[src/rtl/axicb_cpl_pkg.sv]
// axicb_cpl_pkg: shared types and field layout for the crossbar completion sequencer.
package axicb_cpl_pkg;
  typedef enum logic [1:0] {IDLE, FWD, MR} state_e;
  localparam logic [1:0] OKAY = 2'b00;
  localparam logic [1:0] DECERR = 2'b11;
  localparam int ID_OFF = 0;
  function automatic int resp_off(input int id_w);
    return ID_OFF + id_w;
  endfunction
endpackage

[src/rtl/axicb_cpl_mr_gen.sv]
// axicb_cpl_mr_gen: beat counter, last flag and DECERR payload for misrouted completions.
module axicb_cpl_mr_gen
  import axicb_cpl_pkg::*;
#(
  parameter int RD_PATH = 1,
  parameter int AXI_ID_W = 8,
  parameter int CCH_W = 8,
  parameter logic [1:0] MR_RESP = DECERR
) (
  input  logic                clk,
  input  logic                rst,
  input  logic                load_i,
  input  logic [7:0]          len_i,
  input  logic [AXI_ID_W-1:0] id_i,
  input  logic                hs_i,
  output logic                last_o,
  output logic [CCH_W-1:0]    payload_o
);
  localparam int FW = resp_off(AXI_ID_W) + 2;
  logic [7:0] cnt_q, cnt_d, len_q;
  logic [AXI_ID_W-1:0] id_q;
  logic [FW-1:0] fld;
  assign last_o = (RD_PATH != 0) ? (cnt_q == len_q) : 1'b1;
  // 8-bit wrap on the final beat of ALEN=255 is intentional: the last compare clears it first
  assign cnt_d = load_i ? '0 : hs_i ? (last_o ? '0 : cnt_q + 8'd1) : cnt_q;
  assign fld = {MR_RESP, id_q};
  always_ff @(posedge clk) begin
    if (rst) begin
      cnt_q <= '0;
      len_q <= '0;
      id_q <= '0;
    end else begin
      cnt_q <= cnt_d;
      if (load_i) begin
        len_q <= len_i;
        id_q <= id_i;
      end
    end
  end
  generate
    if (CCH_W > FW) begin : g_pad
      assign payload_o = {{(CCH_W-FW){1'b0}}, fld};
    end else begin : g_trunc
      assign payload_o = fld[CCH_W-1:0];
    end
  endgenerate
endmodule

[src/rtl/axicb_cpl_sequencer.sv]
// axicb_cpl_sequencer: locks one granted slave per burst and forwards it, or emits a DECERR
// completion for misrouted IDs, returning arbiter enable and recreated last to the tracker.
module axicb_cpl_sequencer
  import axicb_cpl_pkg::*;
#(
  parameter int RD_PATH = 1,
  parameter int AXI_ID_W = 8,
  parameter int SLV_NB = 4,
  parameter int CCH_W = 8,
  parameter logic [1:0] MR_RESP = DECERR
) (
  input  logic                    aclk,
  input  logic                    srst,
  input  logic [SLV_NB-1:0]       g_grant,
  input  logic                    g_mr,
  input  logic [7:0]              g_len,
  input  logic [AXI_ID_W-1:0]     g_id,
  output logic                    g_en,
  output logic                    mr_last,
  input  logic [SLV_NB-1:0]       s_valid,
  output logic [SLV_NB-1:0]       s_ready,
  input  logic [SLV_NB-1:0]       s_last,
  input  logic [CCH_W*SLV_NB-1:0] s_ch,
  output logic                    m_valid,
  input  logic                    m_ready,
  output logic                    m_last,
  output logic [CCH_W-1:0]        m_ch,
  output logic                    busy
);
  state_e state_q;
  logic [SLV_NB-1:0] grant_q;
  logic [CCH_W-1:0] fwd_ch, mr_ch;
  logic mr_lst, in_fwd, in_mr;
  assign in_fwd = state_q == FWD;
  assign in_mr = state_q == MR;
  always_comb begin
    fwd_ch = '0;
    for (int i = 0; i < SLV_NB; i++) fwd_ch = fwd_ch | (grant_q[i] ? s_ch[i*CCH_W +: CCH_W] : '0);
  end
  assign m_valid = in_fwd ? |(grant_q & s_valid) : in_mr;
  assign m_last = in_fwd ? |(grant_q & s_last) : in_mr & mr_lst;
  assign m_ch = in_fwd ? fwd_ch : in_mr ? mr_ch : '0;
  assign s_ready = (in_fwd && m_ready) ? grant_q : '0;
  assign mr_last = in_mr & mr_lst;
  assign g_en = m_valid & m_ready & m_last;
  assign busy = state_q != IDLE;
  // Misroute is checked first so a DECERR is never starved by a ready slave
  always_ff @(posedge aclk) begin
    if (srst) begin
      state_q <= IDLE;
      grant_q <= '0;
    end else if (state_q == IDLE) begin
      if (g_mr) state_q <= MR;
      else if (|(g_grant & s_valid)) begin
        state_q <= FWD;
        grant_q <= g_grant;
      end
    end else if (g_en) state_q <= IDLE;
  end
  axicb_cpl_mr_gen #(
    .RD_PATH(RD_PATH), .AXI_ID_W(AXI_ID_W), .CCH_W(CCH_W), .MR_RESP(MR_RESP)
  ) u_mr (
    .clk(aclk), .rst(srst), .load_i(state_q == IDLE && g_mr), .len_i(g_len), .id_i(g_id),
    .hs_i(in_mr && m_ready), .last_o(mr_lst), .payload_o(mr_ch)
  );
  a_grant_onehot: assert property (@(posedge aclk) disable iff (srst) $onehot0(g_grant));
  a_valid_stable: assert property (@(posedge aclk) disable iff (srst)
    (in_fwd && m_valid && !m_ready) |=> m_valid);
  a_mr_first: assert property (@(posedge aclk) disable iff (srst)
    (state_q == IDLE && g_mr) |=> in_mr);
endmodule
[config.mk]
export PLATFORM = sky130hd
export DESIGN_NAME = axicb_cpl_sequencer
export DESIGN_NICKNAME = d
export VERILOG_FILES = /design/src/rtl/axicb_cpl_pkg.sv /design/src/rtl/axicb_cpl_mr_gen.sv /design/src/rtl/axicb_cpl_sequencer.sv
export SDC_FILE = /design/constraint.sdc
export NUM_CORES = 1
export LEC_CHECK = 0
export BUFFER_PORTS_ARGS = -buffer_cell sky130_fd_sc_hd__buf_2
export CORE_MARGIN = 5
export CORE_UTILIZATION = 25
export CTS_CLUSTER_SIZE = 12
export DETAILED_ROUTE_END_ITERATION = 7
export MAX_ROUTING_LAYER = met4
export PLACE_DENSITY_LB_ADDON = 0.2
export SYNTH_ARGS = -nofsm -noshare
export SYNTH_HDL_FRONTEND = slang
export SYNTH_SLANG_ARGS = --single-unit
[constraint.sdc]
create_clock -name aclk -period 2.3 [get_ports aclk]
set_clock_uncertainty 0.05 [all_clocks]
set_input_delay 0.46 -clock aclk [delete_from_list [all_inputs] [get_ports aclk]]
set_output_delay 0.46 -clock aclk [all_outputs]
set_load 0.02 [all_outputs]
# After elaboration in Yosys (flattened, before gate mapping)
# Cells that the tools add are included.
# W data, S select, Z words.
dict set report word_totals {
  ff_bits 30
  in_bits 64
}
dict set report op_classes {
  n_addsub 1
  eq_ne 4
  muxes 14
  bitwise_logic 10
  n_reduce_logical 12
}
# cell count
set op_table {}
lappend op_table {{$mux W8} 7}
lappend op_table {{$or A8 B8 Y8} 3}
lappend op_table {{$and A4 B4 Y4} 3}
lappend op_table {{$reduce_or A4 Y1} 3}
lappend op_table {{$add A8 B1 Y8 const B} 1}
lappend op_table {{$eq A8 B8 Y1} 1}
lappend op_table {{$mux W2} 4}
lappend op_table {{$mux W4} 1}
lappend op_table {{$reduce_bool A2 Y1} 2}
lappend op_table {{$and A1 B1 Y1} 3}
lappend op_table {{$logic_and A1 B1 Y1} 3}
lappend op_table {{$ne A3 B2 Y1 const B} 1}
lappend op_table {{$reduce_and A3 Y1} 1}
lappend op_table {{$eq A2 B1 Y1 const B} 1}
lappend op_table {{$eq A2 B2 Y1 const B} 1}
lappend op_table {{$logic_not A2 Y1} 1}
lappend op_table {{$mux W1} 2}
lappend op_table {{$reduce_and A2 Y1} 1}
lappend op_table {{$reduce_or A2 Y1} 1}
lappend op_table {{$not A1 Y1} 1}

# Longest topological paths before layout
dict set report depth {
  ltp_word 7
  depth_mapped 6
  ltp_nobuf 5
}

# Cells and area by module
# A second synthesis with hierarchy kept.
dict set report hier_totals {
  cells_unflattened 193
  area_unflattened_um2 1690.4
}
# mod instances cells_each area_each_um2
set by_module_without_submodules {}
lappend by_module_without_submodules {axicb_cpl_mr_gen 1 105 1026.0}
lappend by_module_without_submodules {axicb_cpl_sequencer 1 88 664.4}

# Worst setup path after synthesis
# No wires, ideal clock.
dict set report synth_timing {
  path_type {reg2out}
  from {register u_mr.cnt_q[1]}
  to {output port m_last}
  arrival_ps 1434
  setup_slack_ps 356
  path_stages_with_launch 5
  path_buffers 0
  path_cell_list {dfxtp_1 xnor2_1 nand4_1 or3_4 o22ai_1}
}
dict set report synth_between {
  elab_chain_len 3
}
# item line_no
set synth_lines {}
lappend synth_lines {{start, declared} axicb_cpl_mr_gen.sv:20} ;# logic [7:0] cnt_q, cnt_d, len_q;
lappend synth_lines {{start signal, assigned} axicb_cpl_mr_gen.sv:33} ;# cnt_q <= cnt_d;
lappend synth_lines {{$eq A8 B8 Y1} axicb_cpl_mr_gen.sv:23} ;# assign last_o = (RD_PATH != 0) ? (cnt_q == len_q) : 1'b1;
lappend synth_lines {{$and A1 B1 Y1} axicb_cpl_sequencer.sv:41} ;# assign m_last = in_fwd ? |(grant_q & s_last) : in_mr & mr_lst;
lappend synth_lines {{$mux W1} axicb_cpl_sequencer.sv:41}
lappend synth_lines {{end, declared} axicb_cpl_sequencer.sv:26} ;# output logic m_last,
# Every way passes these cells.

# Worst setup path after layout
dict set report layout_timing {
  from {register u_mr.cnt_q[7]}
  to {output port m_last}
}
# The elaborated chain is that of the path after synthesis.

==> summary.md <==
| Metric | Value |
|---|---|
| First-pass GRT wire length | roughly 8400 µm |
| Final slew viol count | 0 |
| Outcome | finished, final reports clean |
| Final Net Count | 359 |
| Power Density | about 600 nW/µm² |
| Most frequent cells in the layout | 79 x buf_2, 49 x nand2_1, 25 x dfxtp_1 |
| Fraction of registers with async set or reset after synthesis | 0% |
| Yosys cell types | 32 |
| Synth top area cells | dfxtp_1 37%, nand2_1 11%, xnor2_1 6.9%, a221oi_1 5.3%, a22o_1 5.3% |
| Slew @ Worst Pin | ~0.55 ns |
| Place WS | between 0.08 and 0.09 ns |
| Peak supply drop | between 200 and 300 µV |
| Worst hold slack | around 0.36 ns |
| Synth Register Bits | 30 |
| Hold Vio Cnt, Final | 0 |
| Syn. warnings | 0 |
| Remaining antenna violation count after routing | 0 |
| CTS hold repair buffers | 0 |
| CTS tree | yes |
| Max-cap viol count | 0 |
| Critical path class | flop to output pin |
| # IOs | roughly 80 |
| Root Buffer Master | clkbuf_8 |
| CP bufs+invs | 1 |
| Synth-to-layout area growth | 38.1% |
| Initial antenna violation count | 0 |
| Die area | slightly above 8000 µm² |
| Endpoint class of the critical path | output pin |
| Post-DR wirelength/cell | 13.6 µm |
| Avg Cell Area, Syn | 7.77 µm² |
| Period utilisation layout | around 96% |
| Clock latency on the worst-skew pair | 0.28 ns |
| Cell Area, Synth | between 1500 and 2000 µm² |
| FF-to-FF Start | u_mr.cnt_q[7] |
| Start point of the worst hold path | g_len[6] |
| Crit-path max FO | 5 |
| Gpl congestion | ~0.8 |
| Post-Layout Cell Count | 372 |
| CTS H-tree lvls | 2 |
| Hpwl dp | 3950 µm |
| Commonest non-fill, non-tap cell in the layout | buf_2 |
| Clock Tree Buf Depth | 2 |
| Share of the synthesized area in the top cell type | 36.6% |
| Post-synth EDFFs | 0 |
| Largest net degree at the start of global routing | 24 |
| Core area | around 6300 µm² |
| CP max stage cell | or3_4 |
| Hold depth | 3 |
| R2r endpoint | state_q[1] |
| Critical path required time | roughly 1.8 ns |
| Worst path cell trace | xnor2_1, nand4_1, or3_4, o22ai_1, buf_4 |
| RSZ-0062 raised after global routing | false |
| # port buffers | 80 |
| Hold Crit Class | primary input to flop |
| Fin worst setup slack | between 0.1 and 0.15 ns |
| Starting Density | around 26% |
| Initial drt markers | 85 |
| Placement Rows | 29 |
| Slew HR | a little under two thirds |
| Via/cell ratio | 4.82 |
| CP max stage delay | around 0.43 ns |
| Top FF cell, synth | dfxtp_1 |
| Routed vias | around 1800 |
| Vias in the first global route | roughly 1800 |
| Total congestion overflow | 0 |
| Biggest area consumer among synthesized cells | dfxtp_1 |
| Critical Path Source Type | flop |
| Ant diodes | 0 |
| R2R setup slack | a little under 0.7 ns |
| Final setup violation count | 0 |
| Max Clock Freq | between 400 and 500 MHz |
| Leakage | between 0.9 and 1 nW |
| Die H | ~91 µm |
| Post-CTS Setup Bufs | 0 |
| Arrival @ worst endpoint | 1.69 ns |
| Sequential area share after synthesis | 36.6% |
| Num CTS Buffers | 5 |
| Residual DRC | 0 |
| Total power | ~1.4 mW |
| Mapped Nets | approximately 280 |
| Setup TNS | 0 ns |
| Hold Crit Endpoint | u_mr.len_q[6] |
| Worst-path clk slew | roughly 0.07 ns |
| Synth Instances | 211 |
| Share of cells above drive strength 1 | between 30% and 40% |
| 1st-pass router iterations | 2 |
| Cells after DPL | 364 |
| Top delay family on crit path | simple AND/OR/NAND/NOR gates |
| Final Critical Period | roughly 2.2 ns |
| Final WL | about 5000 µm |
| Die W | slightly above 90 µm |
| GRT Util Overall | between 10% and 20% |
| Worst R2R Path Depth | 4 |
| Clk sink count | 30 |
## synthesized netlist by cell type (all sizes together), types with 3 or more instances
library cell   n
nor2          12
nor3          11
a221oi        10
buf            5
a21oi         16
and3           4
clkbuf         9
a22o          10
xnor2         13
inv            3
mux2i          4
dfxtp         30
nand2         49
o21ai          9
nand3          4
## state kept, by name, indices dropped and copies added (netlist names)
| signal | cells |
|---|---|
| state_q | 2 |
| u_mr.payload_o | 8 |
| grant_q | 4 |
| u_mr.cnt_q | 8 |
| u_mr.len_q | 8 |
## worst max-delay path by stage
stage / from / depth (start not counted) / endpoint / slack, ns
floorplan: u_mr.cnt_q[1] / 4 / m_last / 0.36
CTS: u_mr.cnt_q[6] / 5 / m_last / 0.02
finish: u_mr.cnt_q[7] / 5 / m_last / 0.10
global placement: s_valid[1] / 6 / g_en / 0.09
detailed placement: s_valid[1] / 6 / g_en / 0.08
global route: u_mr.cnt_q[7] / 5 / m_last / 0.002
## worst reg2reg max path: cells and delay by family (launching register included)
kind | cells | cell delay (ns)
xor gates and xnor gates | 1 | 0.15
AOI/OAI and AO/OA | 1 | 0.37
and+or+nand+nor | 2 | 0.60
DFF | 1 | 0.33
## metal layers
| layer | global-route usage, % | vias up | wire length [µm] |
|---|---|---|---|
| li1 | - | 921 | - |
| met1 | 16.2 | 829 | 2400 |
| met2 | 19.7 | 37 | 2370 |
| met3 | 3.31 | 5 | 209 |
| met4 | 4.28 | 0 | 66 |
| met5 | - | - | 0 |
## cell type report
class / instances / area, µm²
Multi-Input combinational cell: 164 / 982
Sequential cell: 30 / 607
Clock buffer: 7 / 86.3
Inverter: 3 / 11.3
Timing Repair Buffer: 90 / 478
Tap cell: 77 / 96.3
Fill cell: 681 / 4080
Clock inverter: 1 / 5.00
## power breakdown
part           switching [mW]  internal (mW)  leakage, nW
registers              0.0284          0.552        0.247
logic                   0.190          0.152        0.680
clock network           0.196          0.241       0.0482
total                   0.414          0.944        0.976
## cells by family (layout without fill, tap and decap cells)
kind of cell               Yosys count  after routing  synth area share (%)
muxes                                4              4                  2.44
and+or+nand+nor                     92             92                  25.9
xor gates and xnor gates            14             14                  7.48
buffers and inverters               17            101                  4.27
adders and majority gates            1              1                 0.763
DFF                                 30             30                  36.6
AOI/OAI and AO/OA                   53             53                  22.6
## what timing repair did
action / 4_1_cts / 5_1_grt
setup endpoints to repair: 1 / 2
pin swaps: 0 / 2
resized for setup: 1 / 7
## through the flow
stage	utilization, %	instance area, µm²
after floorplan	-	1640
after global placement	33.9	2150
after detailed placement	33.9	2150
after CTS	35.4	2250
after global routing	35.7	2270
final	35.7	2270
No activity file was read; power rests on OpenSTA's default activity.
